### src/rtl/rv2t_fetch_realign_if.sv
// Fetch-unit bundle: redirect, instruction-memory and instruction-out signals.
// master = fetch realigner, slave = environment (memory, consumer, redirect source).
interface rv2t_fetch_realign_if;
  logic        redirect;
  logic [31:0] redirect_pc;
  logic        fetch_req;
  logic [31:0] fetch_addr;
  logic        fetch_gnt;
  logic        fetch_rvalid;
  logic [31:0] fetch_rdata;
  logic        instr_valid;
  logic        instr_ready;
  logic [31:0] instr_data;
  logic [31:0] instr_pc;
  logic        instr_is_compressed;
  logic        instr_illegal;

  modport master (
    input  redirect, redirect_pc,
    input  fetch_gnt, fetch_rvalid, fetch_rdata,
    input  instr_ready,
    output fetch_req, fetch_addr,
    output instr_valid, instr_data, instr_pc,
    output instr_is_compressed, instr_illegal
  );

  modport slave (
    output redirect, redirect_pc,
    output fetch_gnt, fetch_rvalid, fetch_rdata,
    output instr_ready,
    input  fetch_req, fetch_addr,
    input  instr_valid, instr_data, instr_pc,
    input  instr_is_compressed, instr_illegal
  );
endinterface

### src/rtl/rv2t_fetch_realign.sv
// Word fetch sequencer + halfword realigner feeding the RVC expander.
// Optional: define RV2T_RVC_EN to realign 16-bit instructions.
module rv2t_fetch_realign #(
  parameter logic [31:0] RESET_PC = 32'h0000_0000
) (
  input logic clk,
  input logic reset,
  rv2t_fetch_realign_if.master bus
);

  typedef enum logic [1:0] {
    IDLE,
    WAIT_GNT,
    WAIT_DATA
  } fsm_t;

  fsm_t        state;
  logic [15:0] q [4];
  logic [15:0] q_n [4];
  logic [2:0]  count;
  logic [2:0]  count_n;
  logic [2:0]  cnt_after;
  logic [31:0] fetch_pc;
  logic [31:0] out_pc;
  logic        skip;
  logic        discard;

  logic        is32;
  logic [2:0]  need;
  logic        valid;
  logic        hs;
  logic [2:0]  pop;
  logic        push_ok;
  logic [2:0]  push_n;

`ifdef RV2T_RVC_EN
  assign is32 = (q[0][1:0] == 2'b11);
`else
  assign is32 = 1'b1;
`endif

  assign need  = is32 ? 3'd2 : 3'd1;
  assign valid = (count >= need);

  assign hs  = valid & bus.instr_ready & ~bus.redirect;
  assign pop = hs ? need : 3'd0;

  assign push_ok = (state == WAIT_DATA) & bus.fetch_rvalid
                 & ~discard & ~bus.redirect;
  assign push_n  = push_ok ? (skip ? 3'd1 : 3'd2) : 3'd0;

  assign cnt_after = count - pop;
  assign count_n   = cnt_after + push_n;

  assign bus.fetch_req   = (state == WAIT_GNT);
  assign bus.fetch_addr  = fetch_pc;
  assign bus.instr_valid = valid;
  assign bus.instr_pc    = out_pc;
  assign bus.instr_data  = !valid ? 32'h0 :
                           is32   ? {q[1], q[0]} :
                                    {16'h0, q[0]};

`ifdef RV2T_RVC_EN
  assign bus.instr_is_compressed = valid & ~is32;
  assign bus.instr_illegal       = 1'b0;
`else
  assign bus.instr_is_compressed = 1'b0;
  assign bus.instr_illegal       = valid & (q[0][1:0] != 2'b11);
`endif

  // Next queue contents: drop popped head entries, then append the fetched halfwords.
  always_comb begin
    q_n = q;
    case (pop)
      3'd1: begin
        q_n[0] = q[1];
        q_n[1] = q[2];
        q_n[2] = q[3];
        q_n[3] = 16'h0;
      end
      3'd2: begin
        q_n[0] = q[2];
        q_n[1] = q[3];
        q_n[2] = 16'h0;
        q_n[3] = 16'h0;
      end
      default: ;
    endcase
    if (push_ok) begin
      if (skip) begin
        q_n[cnt_after[1:0]] = bus.fetch_rdata[31:16];
      end else begin
        q_n[cnt_after[1:0]]        = bus.fetch_rdata[15:0];
        q_n[cnt_after[1:0] + 2'd1] = bus.fetch_rdata[31:16];
      end
    end
  end

  // Queue, PC tracking and the one-outstanding-request fetch FSM.
  always_ff @(posedge clk or posedge reset) begin
    if (reset) begin
      state    <= IDLE;
      q        <= '{default: 16'h0};
      count    <= 3'd0;
      fetch_pc <= {RESET_PC[31:2], 2'b00};
      skip     <= RESET_PC[1];
      out_pc   <= RESET_PC;
      discard  <= 1'b0;
    end else begin
      q <= q_n;
      if (bus.redirect) begin
        count    <= 3'd0;
        out_pc   <= {bus.redirect_pc[31:1], 1'b0};
        fetch_pc <= {bus.redirect_pc[31:2], 2'b00};
        skip     <= bus.redirect_pc[1];
      end else begin
        count  <= count_n;
        out_pc <= out_pc + {28'h0, pop, 1'b0};
        if (push_ok) begin
          fetch_pc <= fetch_pc + 32'd4;
          skip     <= 1'b0;
        end
      end

      unique case (state)
        IDLE: begin
          if (!bus.redirect && count <= 3'd2) state <= WAIT_GNT;
        end
        WAIT_GNT: begin
          // A grant coinciding with a redirect fetched the old address: drop its data.
          if (bus.fetch_gnt) begin
            state   <= WAIT_DATA;
            discard <= bus.redirect;
          end
        end
        WAIT_DATA: begin
          if (bus.fetch_rvalid) begin
            state   <= IDLE;
            discard <= 1'b0;
          end else if (bus.redirect) begin
            discard <= 1'b1;
          end
        end
        default: state <= IDLE;
      endcase
    end
  end

endmodule
### src/flat_wrapper.sv
// flat-port wrapper written by rule: the top's interface ports become plain ports
module rv2t_fetch_realign_flat 
#(
  parameter logic [31:0] RESET_PC = 32'h0000_0000
)
  (clk, reset, bus_redirect, bus_redirect_pc, bus_fetch_gnt, bus_fetch_rvalid, bus_fetch_rdata, bus_instr_ready, bus_fetch_req, bus_fetch_addr, bus_instr_valid, bus_instr_data, bus_instr_pc, bus_instr_is_compressed, bus_instr_illegal);
  rv2t_fetch_realign_if bus_i ();
  input logic clk;
  input logic reset;
  input wire logic [$bits(bus_i.redirect)-1:0] bus_redirect;
  input wire logic [$bits(bus_i.redirect_pc)-1:0] bus_redirect_pc;
  input wire logic [$bits(bus_i.fetch_gnt)-1:0] bus_fetch_gnt;
  input wire logic [$bits(bus_i.fetch_rvalid)-1:0] bus_fetch_rvalid;
  input wire logic [$bits(bus_i.fetch_rdata)-1:0] bus_fetch_rdata;
  input wire logic [$bits(bus_i.instr_ready)-1:0] bus_instr_ready;
  output wire logic [$bits(bus_i.fetch_req)-1:0] bus_fetch_req;
  output wire logic [$bits(bus_i.fetch_addr)-1:0] bus_fetch_addr;
  output wire logic [$bits(bus_i.instr_valid)-1:0] bus_instr_valid;
  output wire logic [$bits(bus_i.instr_data)-1:0] bus_instr_data;
  output wire logic [$bits(bus_i.instr_pc)-1:0] bus_instr_pc;
  output wire logic [$bits(bus_i.instr_is_compressed)-1:0] bus_instr_is_compressed;
  output wire logic [$bits(bus_i.instr_illegal)-1:0] bus_instr_illegal;
  assign bus_i.redirect = bus_redirect;
  assign bus_i.redirect_pc = bus_redirect_pc;
  assign bus_i.fetch_gnt = bus_fetch_gnt;
  assign bus_i.fetch_rvalid = bus_fetch_rvalid;
  assign bus_i.fetch_rdata = bus_fetch_rdata;
  assign bus_i.instr_ready = bus_instr_ready;
  assign bus_fetch_req = bus_i.fetch_req;
  assign bus_fetch_addr = bus_i.fetch_addr;
  assign bus_instr_valid = bus_i.instr_valid;
  assign bus_instr_data = bus_i.instr_data;
  assign bus_instr_pc = bus_i.instr_pc;
  assign bus_instr_is_compressed = bus_i.instr_is_compressed;
  assign bus_instr_illegal = bus_i.instr_illegal;
  rv2t_fetch_realign #(.RESET_PC(RESET_PC)) u_core (.clk(clk), .reset(reset), .bus(bus_i));
endmodule
### config.mk
export PLATFORM = sky130hd
export DESIGN_NAME = rv2t_fetch_realign_flat
export DESIGN_NICKNAME = d
export VERILOG_FILES = /design/src/rtl/rv2t_fetch_realign_if.sv /design/src/rtl/rv2t_fetch_realign.sv /design/src/flat_wrapper.sv
export SDC_FILE = /design/constraint.sdc
export NUM_CORES = 1
export LEC_CHECK = 0
export CAP_MARGIN = 20
export CORE_MARGIN = 5
export CORE_UTILIZATION = 50
export DETAILED_ROUTE_END_ITERATION = 8
export HOLD_SLACK_MARGIN = 0.08
export PLACE_DENSITY = 0.77
export SETUP_SLACK_MARGIN = 0.15
export SYNTH_ARGS = -nofsm -noshare
export SYNTH_HDL_FRONTEND = slang
export SYNTH_SLANG_ARGS = --single-unit
### constraint.sdc
create_clock -name clk -period 7.7 [get_ports clk]
set_clock_uncertainty 0.15 [all_clocks]
set_input_delay 0.77 -clock clk [delete_from_list [all_inputs] [get_ports clk]]
set_output_delay 0.77 -clock clk [all_outputs]
set_load 0.01 [all_outputs]
==> results.md, run 1 <==
- The number of port buffers is 164.
- The last weighted congestion value of the routability-driven placer is 0.868.
- Setup repair after global routing left no endpoint under its margin.
- Of all nets on the critical path, the largest fanout is 25.
- The residual DRC count is 0.
- Post-CTS timing repair inserted 0 buffers for setup.
- The total length of routed wires is 30.9 mm.
- Once detail routing completed, the nets flagged for antenna violations numbered 0.
- The wire length on met3 is 3.11 mm.
- The number of instances in the synthesized netlist is 1101.
- The clock period could shrink to 4080 ps.
- The final-report max-slew violation count came to 0.
- After routing, the total negative slack on setup checks comes to 0 ps.
- The Yosys step of the flow raised 0 warnings.
- In this run the mean area of a mapped cell was 8.52 um2.
- The count of cells in the finished layout, fillers not included, comes to 1456.
- The wire-length estimate of the detail-placed layout is 19.6 mm.
- The number of core rows is 50.
- For this run, the share of the core covered by cells in the final layout is 0.628.
- For the worst setup path, the data required time is 7890 ps.
- The number of hold-slack violations in the final timing report is 0.
- In the finished design, the share of the clock period the worst path needs comes to 0.530.
- The worst setup path is captured at a flop.
- Hold is met by 374 ps.
- The sum of overflow across all layers after global routing is 0.
- The ratio of total power to cell area is 204 nW/um2.
- The maximum buffer depth of the clock tree is 2.
- In this run the critical register-to-register path is captured at u_core.bus.instr_pc[25].
- For this run, the total global-route usage over all layers was measured as 0.281.
- The worst endpoint data arrival time is 4270 ps.
- The die outline area is 21600 um2.
- The sequential fraction of the synthesis area is 0.352.
- Using the TritonRoute via totals, the vias-per-cell ratio works out to 6.60.
- The antenna diode count is 0.
- Timing would allow up to 0.245 GHz.
- The die outline height is 147 um.
- In this run, synthesis produced a sequential element count of 132.
- The reg-to-reg startpoint is u_core.count[2].
- For this block, the via count after detailed routing is 9611.
- IR analysis of the VDD net gives a maximum drop of 0.162 mV.
- The die outline width is 147 um.
- The library cell used most frequently in the layout, excluding fill and tap cells, is sky130_fd_sc_hd__clkdlybuf4s50_1.
- The share of cells above drive strength 1 is 0.0884.
- The total placed cells including tap cells is 1424.
- Across all register-to-register paths, the minimum setup slack is 3620 ps.
- The number of buffers created by CTS is 17.
- The final number of setup-violating endpoints is 0.
- The initial antenna violation count is 0.
- The initial utilization of the core area, before any placement, comes to 0.505.
- At the later pin of the worst-skew pair, clock insertion delay measures 430 ps.
- The distinct cell type count after synthesis is 67.
- The kind of path behind the tightest hold check is reg -> reg.
- The mean routed wirelength per cell is 21.2 um.
- The worst slew slack as a fraction of its limit is 0.287.
- The main flop type after synthesis is sky130_fd_sc_hd__dfrtp_1.
- The pre-antenna-repair detailed-routing pass consisted of 6 iterations.
- Walking the worst path, the cells encountered are nor2_1 -> buf_4 -> inv_2 -> nand2_1 -> inv_1 -> ha_1 -> nand4_4 -> nor3_2 -> nand3_1 -> or3_1 -> a31oi_1.
- The total number of H-tree levels is 4.
- The async set or reset register ratio after synthesis is 1.00.
- For this design, the sink count on the clock tree is 132.
- The first global-routing pass estimated 49.5 mm of wire.
- The critical setup path kind is reg -> reg.
- For this design, the CTS-stage hold fixing added 0 buffers.
- The tool flagged a number of max-cap violations equal to 0.
- The detailed router put a total of 12.7 mm of wire on met1.
- The highest layer touched by signal routing is met4.
- For hold timing, the worst endpoint is u_core.q[10].
- Summed over all cells, the static leakage comes to 0.00453 uW.
- Counting flops with a built-in enable in the synthesized netlist gives 0.
- The number of global-route vias before repair is 8866.
- The depth of the worst register-to-register path is 11.
- The beginning of the worst hold path is u_core.q[10].
- In this run the standard cell core region covers 18600 um2.
- The cell sitting at the root of the clock tree is a sky130_fd_sc_hd__clkbuf_16.
- In this design, the stage delay of the slowest critical-path cell is 950 ps.
- The relative area change from synthesis to final layout is 24.4%.
- The number of instances resized during post-cts repair is 0.
- The minimum setup slack after placement is 3370 ps.
- The top cell types in the final layout, fill and taps aside, are sky130_fd_sc_hd__clkdlybuf4s50_1 (164), sky130_fd_sc_hd__dfrtp_1 (130), sky130_fd_sc_hd__nand3_1 (87).
- The run finished with clean final reports.
- STA classifies the critical path startpoint as a flop.
- The synthesized netlist occupies a cell area of 9380 um2.
- The final layout contains 1284 nets.
- Setup slack on the critical path of the routed design comes to 3620 ps.
- The pin count of the biggest net entering global routing is 84.
- The actual transition at the worst max-transition pin is 1070 ps.
- The amount of wire on met2 after detailed routing is 14.2 mm.
- The cell count of the worst hold path is 2.
- 170 I/O pins were placed.
- TritonCTS built the clock tree.
- The clock-pin slew on the worst setup and hold paths is 60 ps.
- The number of violations reported at the end of detailed-routing iteration 0 is 1176.
- The slowest stage of the critical path belongs to the cell sky130_fd_sc_hd__dfrtp_1.
-- metrics by stage --
stage	power [uW]	area, um2
floorplan	1300	9390
global placement	1530	11100
detailed placement	1550	11100
CTS	2380	11700
global route	2490	11700
finish	2380	11700
-- cells by family after synthesis --
group / count (synthesis) / share of synthesized area
adders and majority gates: 4 / 0.00614
xor gates and xnor gates: 47 / 0.0439
DFF: 132 / 0.352
buffers and inverters: 137 / 0.0616
AOI/OAI and AO/OA: 339 / 0.259
other: 1 / 0.000400
and+or+nand+nor: 387 / 0.215
muxes: 54 / 0.0618
-- power by group --
part           internal (uW)  total, uW  switching (uW)
sequential               802        899            96.8
clock                    508        828             320
combinational            303        650             347
-- worst max path at each step --
stage / cells after the start / slack, ps / endpoint / start
after floorplan: 1 / 3250 / u_core.bus.fetch_addr[10] / reset
after global placement: 10 / 3420 / u_core.q[15] / bus_redirect
after detailed placement: 8 / 3370 / u_core.q[32] / bus_redirect
after CTS: 11 / 3700 / u_core.bus.instr_pc[25] / u_core.count[2]
after global routing: 11 / 3380 / u_core.bus.instr_pc[25] / u_core.count[2]
final: 11 / 3620 / u_core.bus.instr_pc[25] / u_core.count[2]
-- per-layer routing --
metal  GRT usage  vias to the layer above
met5           0                        -
met4      0.0965                        0
met3      0.0500                       72
met2       0.435                      585
met1       0.399                     4606
li1            -                     4348
-- registers in the layout, summed over array words and instances (netlist names) --
name,flops
u_core.count,3
u_core.discard,1
u_core.skip,1
u_core.bus.fetch_addr,30
u_core.q,64
u_core.bus.instr_pc,31
u_core.state,2
-- area by class of cell --
| type | count | area, um2 |
|---|---|---|
| Sequential cell | 132 | 3310 |
| Multi-Input combinational cell | 835 | 5520 |
| Clock buffer | 19 | 433 |
| Inverter | 39 | 151 |
| Fill cell | 1546 | 6920 |
| Timing Repair Buffer | 185 | 1800 |
| Tap cell | 234 | 293 |
| Clock inverter | 12 | 159 |
-- worst max-delay path, delay by kind of cell, from the launching register on --
family	cells	cell delay (ps)
and+or+nand+nor	6	1540
DFF	1	950
buffers and inverters	3	830
adders and majority gates	1	370
AOI/OAI and AO/OA	1	160
-- cell usage after synthesis, types with 19 or more instances --
cell / count / area share
sky130_fd_sc_hd__inv_1: 33 / 0.013
sky130_fd_sc_hd__and2_1: 38 / 0.025
sky130_fd_sc_hd__dfrtp_1: 132 / 0.35
sky130_fd_sc_hd__nand4_1: 24 / 0.016
sky130_fd_sc_hd__and3_1: 26 / 0.017
sky130_fd_sc_hd__a211o_1: 21 / 0.020
sky130_fd_sc_hd__a211oi_1: 41 / 0.033
sky130_fd_sc_hd__mux2_2: 31 / 0.037
sky130_fd_sc_hd__clkbuf_1: 49 / 0.020
sky130_fd_sc_hd__mux2i_1: 23 / 0.025
sky130_fd_sc_hd__nand3_1: 87 / 0.046
sky130_fd_sc_hd__o22ai_1: 22 / 0.015
sky130_fd_sc_hd__o21ai_0: 48 / 0.026
sky130_fd_sc_hd__a221oi_1: 19 / 0.018
sky130_fd_sc_hd__nor3_1: 22 / 0.012
sky130_fd_sc_hd__a21oi_1: 50 / 0.027
sky130_fd_sc_hd__nand2_1: 82 / 0.033
sky130_fd_sc_hd__xnor2_1: 31 / 0.029
sky130_fd_sc_hd__nor2_1: 56 / 0.022
sky130_fd_sc_hd__buf_2: 36 / 0.019
Power figures use the tool's default switching activity.
==> inputs of run 2 (changes only) <==
- CORE_UTILIZATION: 50 -> 49
- PLACE_DENSITY: 0.77 -> 0.78
- clock period: 7.7 -> 3.4 ns (I/O delays scaled with it)
==> results.md, run 2 (synthesis results as in run 1) <==
- The endpoint kind of the worst setup timing path is a primary output (was flop).
- The total length of routed wires is 32.2 mm (was 30.9 mm).
- The number of global-route vias before repair is 9360 (was 8866).
- The number of top-level design ports is 170 (unchanged).
- The number of instances resized during post-cts repair is 0 (unchanged).
- The peak clock frequency supported by timing is 0.331 GHz.
- The power share of the combinational group is 0.279 (was 0.273).
- The pin count of the biggest net entering global routing is 72 (was 84).
- The biggest fanout along the worst timing path is 53 (was 25).
- The number of violations reported at the end of detailed-routing iteration 0 came to 1140 (was 1176).
- The total number of H-tree levels is 4 (unchanged).
- The number of nets in the layout came to 1310 (was 1284).
- The maximum buffer depth of the clock tree was 2 (unchanged).
- The cell internal power dissipation is 3590 uW (was 1610 uW).
- The register containing the most flip-flops in the final layout is u_core.q (unchanged).
- The number of setup buffers added after CTS was 0 (unchanged).
- The kind of path behind the tightest hold check is in -> async (was reg -> reg).
- The clock network fraction of total power was 0.345 (was 0.348).
- The antenna diode count is 0 (unchanged).
- The worst vdd rail ir drop is 0.397 mV (was 0.162 mV).
- The leakage power is 0.00466 uW (was 0.00453 uW).
- The shortest period the worst path allows is 3020 ps.
- The number of detailed-route iterations in the first pass was 7 (was 6).
- The number of port buffers is 164 (unchanged).
- The final number of setup-violating endpoints was 0 (unchanged).
- The buffer cell driving the clock tree root is sky130_fd_sc_hd__clkbuf_16 (unchanged).
- Run status: complete, no violations (unchanged).
- The flip-flop count of the largest register after layout is 64 (unchanged).
- The first-pass GRT wire length came to 51.0 mm (was 49.5 mm).
- The master of the slowest instance on the critical path was sky130_fd_sc_hd__dfrtp_1 (unchanged).
- The number of nets still failing antenna checks after routing came to 0 (unchanged).
- The worst endpoint data arrival time is 2530 ps (was 4270 ps).
- The total power consumption of the routed design is 5430 uW (was 2380 uW).
- The maximum single-stage delay on the critical path is 610 ps (was 950 ps).
- The final-report max-slew violation count is 0 (unchanged).
- The post-DP HPWL came to 21.4 mm (was 19.6 mm).
- The final total negative setup slack came to 0 ps (unchanged).
- The clock-pin slew on the worst setup and hold paths is 60 ps (about the same).
- The initial antenna violation count is 0 (unchanged).
- The initial core utilization is 0.500 (was 0.505).
- The data required time at the worst endpoint is 2910 ps (was 7890 ps).
- The die outline area is 22000 um2 (was 21600 um2).
- The count of max-cap constraint violations is 0 (unchanged).
- The sequential fraction of design power came to 0.376 (was 0.378).
- The CTS tree is done (unchanged).
- The number of clock sinks came to 132 (unchanged).
- The most common library cell in the layout ignoring fill and taps is sky130_fd_sc_hd__clkdlybuf4s50_1 (unchanged).
- The mean routed wirelength per cell is 21.7 um (was 21.2 um).
- The relative area change from synthesis to final layout came to 26.7% (was 24.4%).
- The core area is 18800 um2 (was 18600 um2).
- The number of core rows is 50 (unchanged).
- The detailed-route vias per instance is 6.60 (about the same).
- The combined global-route utilization of all metal layers is 0.286 (was 0.281).
- The residual DRC count is 0 (unchanged).
- The share of cells above drive strength 1 is 0.110 (was 0.0884).
- The power dissipated by switching net loads is 1840 uW (was 763 uW).
- The category of the worst setup path launch point is a flop (unchanged).
- Commonest cells after routing, fill and taps aside: sky130_fd_sc_hd__clkdlybuf4s50_1 (164), sky130_fd_sc_hd__dfrtp_1 (130), sky130_fd_sc_hd__nand3_1 (87) (unchanged).
- The end-of-flow core utilization is 0.633 (was 0.628).
- The critical setup path kind was reg -> out (was reg -> reg).
- The die outline height is 148 um (was 147 um).
- The sum of overflow across all layers after global routing was 0 (unchanged).
- The number of hold buffers added after CTS was 0 (unchanged).
- The die outline width is 148 um (was 147 um).
- Cell Chain, Critical Path: nor2_1 -> inv_2 -> buf_4 -> and2_1 -> clkdlybuf4s50_1 (was nor2_1 -> buf_4 -> inv_2 -> nand2_1 -> inv_1 -> ha_1 -> nand4_4 -> nor3_2 -> nand3_1 -> or3_1 -> a31oi_1).
- The last weighted congestion value of the routability-driven placer came to 0.866 (was 0.868).
- The ratio of total power to cell area is 457 nW/um2 (was 204 nW/um2).
- The routed via count is 9789 (was 9611).
- The worst slew slack as a fraction of its limit is 0.496 (was 0.287).
- The actual transition at the worst max-transition pin came to 755 ps (was 1070 ps).
- The worst-skew pair later-pin latency is 440 ps (was 430 ps).
- RSZ-0062 raised after global routing: no (unchanged).
- The number of hold-slack violations in the final timing report is 0 (unchanged).
- The final clock period utilization by the worst path is 0.890.
- The share of total power consumed by net switching is 0.339 (was 0.321).
- The number of buffers created by CTS is 17 (unchanged).
==> run 2: final cells by class <==
class | instances | area, um2
Sequential cell | 132 | 3310
Tap cell | 234 | 293
Fill cell | 1564 | 6880
Inverter | 39 | 150
Clock inverter | 13 | 134
Clock buffer | 19 | 453
Timing Repair Buffer | 211 | 2030
Multi-Input combinational cell | 835 | 5520
==> run 2: power by group through the flow <==
| stage | registers (uW) | logic [uW] | clock network [uW] |
|---|---|---|---|
| global placement | 2050 | 1440 | 0 |
| detailed placement | 2060 | 1480 | 0 |
| global route | 2070 | 1650 | 1940 |
| finish | 2040 | 1520 | 1870 |
| floorplan | 2020 | 930 | 0 |
| CTS | 2030 | 1500 | 1880 |
==> run 2: layer usage <==
| layer | track usage | wire length [um] |
|---|---|---|
| met1 | 0.405 | 13400 |
| met2 | 0.444 | 14700 |
| met3 | 0.0567 | 3240 |
| met4 | 0.0933 | 813 |
| met5 | 0 | 0 |
==> run 2: path summary, 6_finish.rpt <==
check | from | to | slack (ps) | cells past startpoint
min in group clk | bus_redirect_pc[12] | u_core.bus.instr_pc[12] | 320 | 3
worst max-delay path | u_core.count[1] | bus_instr_data[10] | 380 | 5
worst min register to register | u_core.state[1] | u_core.state[0] | 370 | 1
worst max register to register | u_core.count[1] | u_core.q[42] | 520 | 6
worst min-delay path | reset | u_core.q[58] | 100 | 2
max in group asynchronous | reset | u_core.bus.fetch_addr[17] | 2310 | 3
==> run 2: critical path, delay by kind of cell (launching register included) <==
| kind | cells | cell delay, ps |
|---|---|---|
| buffers and inverters | 3 | 1120 |
| DFF | 1 | 610 |
| and+or+nand+nor | 2 | 350 |
==> run 2: per-stage QoR <==
stage | cell area [um2] | setup WS [ps] | hold WS (ps) | cells
CTS | 11900 | 378 | 117 | 1483
finish | 11900 | 375 | 96.5 | 1483
detailed placement | 11300 | 323 | 358 | 1451
floorplan | 9390 | 743 | 285 | 1104
global placement | 11300 | 358 | 345 | 1451
global route | 11900 | 303 | 133 | 1483
==> inputs of run 3 (changes only) <==
- CORE_ASPECT_RATIO: unset -> 0.6
==> results.md, run 3 (synthesis results as in run 1) <==
- The count of max-cap constraint violations is 0 (unchanged).
- Cell Chain, Critical Path: nor2_1 -> inv_2 -> buf_4 -> and2_1 -> clkdlybuf4s50_1 (unchanged).
- The number of setup buffers added after CTS was 0 (unchanged).
- The final-report max-slew violation count is 0 (unchanged).
- The met1 routing resource usage after global routing was 0.418 (was 0.405).
- The initial core utilization is 0.495 (was 0.500).
- The global-route track usage on met2 came to 0.425 (was 0.444).
- The shortest period the worst path allows came to 2940 ps (was 3020 ps).
- The number of violations reported at the end of detailed-routing iteration 0 was 1245 (was 1140).
- The area of placed instances is 11400 um2 (was 11300 um2).
- The number of detailed-route iterations in the first pass is 5 (was 7).
- The initial antenna violation count is 0 (unchanged).
- The residual DRC count was 0 (unchanged).
- The met3 routing resource usage after global routing came to 0.109 (was 0.0567).
- The most common library cell in the layout ignoring fill and taps was sky130_fd_sc_hd__clkdlybuf4s50_1 (unchanged).
- The final number of setup-violating endpoints is 0 (unchanged).
- RSZ-0062 raised after global routing: no (unchanged).
- The maximum buffer depth of the clock tree came to 2 (unchanged).
- The die outline width came to 189 um (was 148 um).
- The number of core rows is 39 (was 50).
- The number of instances resized during post-cts repair is 0 (unchanged).
- The total power consumption of the routed design is 5580 uW (was 5430 uW).
- The post-DP HPWL came to 22.2 mm (was 21.4 mm).
- The master of the slowest instance on the critical path is sky130_fd_sc_hd__dfrtp_1 (unchanged).
- The depth of the worst register-to-register path is 10 (was 6).
- The number of hold buffers added after CTS is 0 (unchanged).
- The number of hold-slack violations in the final timing report came to 0 (unchanged).
- The reg-to-reg startpoint is u_core.count[1] (unchanged).
- The number of global-route vias before repair is 9168 (was 9360).
- The leakage power came to 0.00470 uW (was 0.00466 uW).
- The peak clock frequency supported by timing was 0.340 GHz (was 0.331 GHz).
- The maximum single-stage delay on the critical path is 570 ps (was 610 ps).
- The end of the worst register-to-register path was u_core.bus.instr_pc[17] (was u_core.q[42]).
- The worst endpoint data arrival time came to 2450 ps (was 2530 ps).
- The final total negative setup slack came to 0 ps (unchanged).
- The combined global-route utilization of all metal layers is 0.294 (was 0.286).
- The relative area change from synthesis to final layout was 27.8% (was 26.7%).
- Run status: complete, no violations (unchanged).
- The mean routed wirelength per cell is 22.0 um (was 21.7 um).
- Commonest cells after routing, fill and taps aside: sky130_fd_sc_hd__clkdlybuf4s50_1 (164), sky130_fd_sc_hd__dfrtp_1 (130), sky130_fd_sc_hd__nand3_1 (87) (unchanged).
- The last weighted congestion value of the routability-driven placer is 0.911 (was 0.866).
- The core area was 18900 um2 (was 18800 um2).
- The endpoint kind of the worst setup timing path is a primary output (unchanged).
- The total number of H-tree levels is 4 (unchanged).
- The ratio of total power to cell area is 466 nW/um2 (was 457 nW/um2).
- The number of port buffers is 164 (unchanged).
- The CTS tree is done (unchanged).
- The die outline height was 117 um (was 148 um).
- The final clock period utilization by the worst path was 0.865 (was 0.890).
- The data required time at the worst endpoint is 2910 ps (about the same).
- The number of buffers created by CTS is 17 (unchanged).
- The number of nets still failing antenna checks after routing was 0 (unchanged).
- The worst setup slack after layout came to 458 ps (was 375 ps).
- The worst-skew pair later-pin latency is 420 ps (was 440 ps).
- The reg2reg setup slack is 610 ps (was 520 ps).
- The biggest fanout along the worst timing path was 53 (unchanged).
- The final non-filler cell area is 12000 um2 (was 11900 um2).
- The routed via count is 9823 (was 9789).
- The register containing the most flip-flops in the final layout is u_core.q (unchanged).
- The buffer cell driving the clock tree root is sky130_fd_sc_hd__clkbuf_16 (unchanged).
- The critical setup path kind is reg -> out (unchanged).
- The actual transition at the worst max-transition pin came to 789 ps (was 755 ps).
- The sum of overflow across all layers after global routing is 0 (unchanged).
- The total length of routed wires came to 32.9 mm (was 32.2 mm).
- The minimum setup slack after placement is 108 ps (was 323 ps).
- The number of top-level design ports is 170 (unchanged).
- The kind of path behind the tightest hold check is in -> async (unchanged).
- The category of the worst setup path launch point is a flop (unchanged).
- The worst slew slack as a fraction of its limit is 0.471 (was 0.496).
- The end-of-flow core utilization was 0.633 (about the same).
- The first-pass GRT wire length is 51.2 mm (was 51.0 mm).
- The antenna diode count is 0 (unchanged).
- The clock-pin slew on the worst setup and hold paths is 60 ps (about the same).
- The share of cells above drive strength 1 came to 0.110 (about the same).
- The pin count of the biggest net entering global routing was 71 (was 72).
- The detailed-route vias per instance was 6.56 (was 6.60).
- The most heavily used metal layer in global routing is met2 (unchanged).
- The worst vdd rail ir drop was 0.399 mV (was 0.397 mV).
- The number of nets in the layout is 1312 (was 1310).
- The die outline area is 22100 um2 (was 22000 um2).
- The number of clock sinks is 132 (unchanged).
- The flip-flop count of the largest register after layout is 64 (unchanged).
-- run 3: cell types whose count changed in the layout (fill, tap and decap cells not counted), moves of 2 or more --
cell	previous run	this run
sky130_fd_sc_hd__inv_6	6	0
sky130_fd_sc_hd__clkbuf_1	0	3
sky130_fd_sc_hd__clkinv_2	0	3
sky130_fd_sc_hd__bufinv_16	1	4
sky130_fd_sc_hd__clkinv_4	2	0
sky130_fd_sc_hd__buf_12	3	5
-- run 3: critical path: cells and delay by family, from the launching register on --
family,cells,cell delay [ps]
buffers and inverters,3,1100
DFF,1,570
and+or+nand+nor,2,340
-- run 3: final cells by class --
cell class | count | area, um2
clock buffer | 23 | 478
clock inverter | 9 | 150
timing repair buffer | 213 | 2070
sequential | 132 | 3310
inverter | 39 | 150
multi-input combinational | 835 | 5530
fill | 1595 | 6940
tap | 246 | 308
-- run 3: stage by stage --
stage / std cells / hold slack [ps]
2_1_floorplan: 1104 / 285
3_3_place_gp: 1465 / 349
3_5_place_dp: 1465 / 357
4_1_cts: 1497 / 221
5_1_grt: 1497 / 264
6_report: 1497 / 219
-- run 3: how the worst max path moves through the flow --
stage	cells past startpoint	from	to
2_1_floorplan	11	u_core.count[1]	u_core.bus.instr_pc[17]
3_3_place_gp	10	bus_instr_ready	u_core.bus.instr_pc[17]
3_5_place_dp	10	bus_instr_ready	u_core.bus.instr_pc[17]
4_1_cts	5	u_core.count[1]	bus_instr_data[22]
5_1_grt	10	bus_instr_ready	u_core.bus.instr_pc[17]
6_report	5	u_core.count[1]	bus_instr_data[22]
-- run 3: where the power goes --
group	switching, uW	internal, uW
clock network	718	1280
registers	245	1820
logic	805	713
-- run 3: layer usage --
layer	wire, um	share of wire
met4	512	0.016
met3	4160	0.13
met2	13600	0.41
met1	14600	0.44
met5	0	0
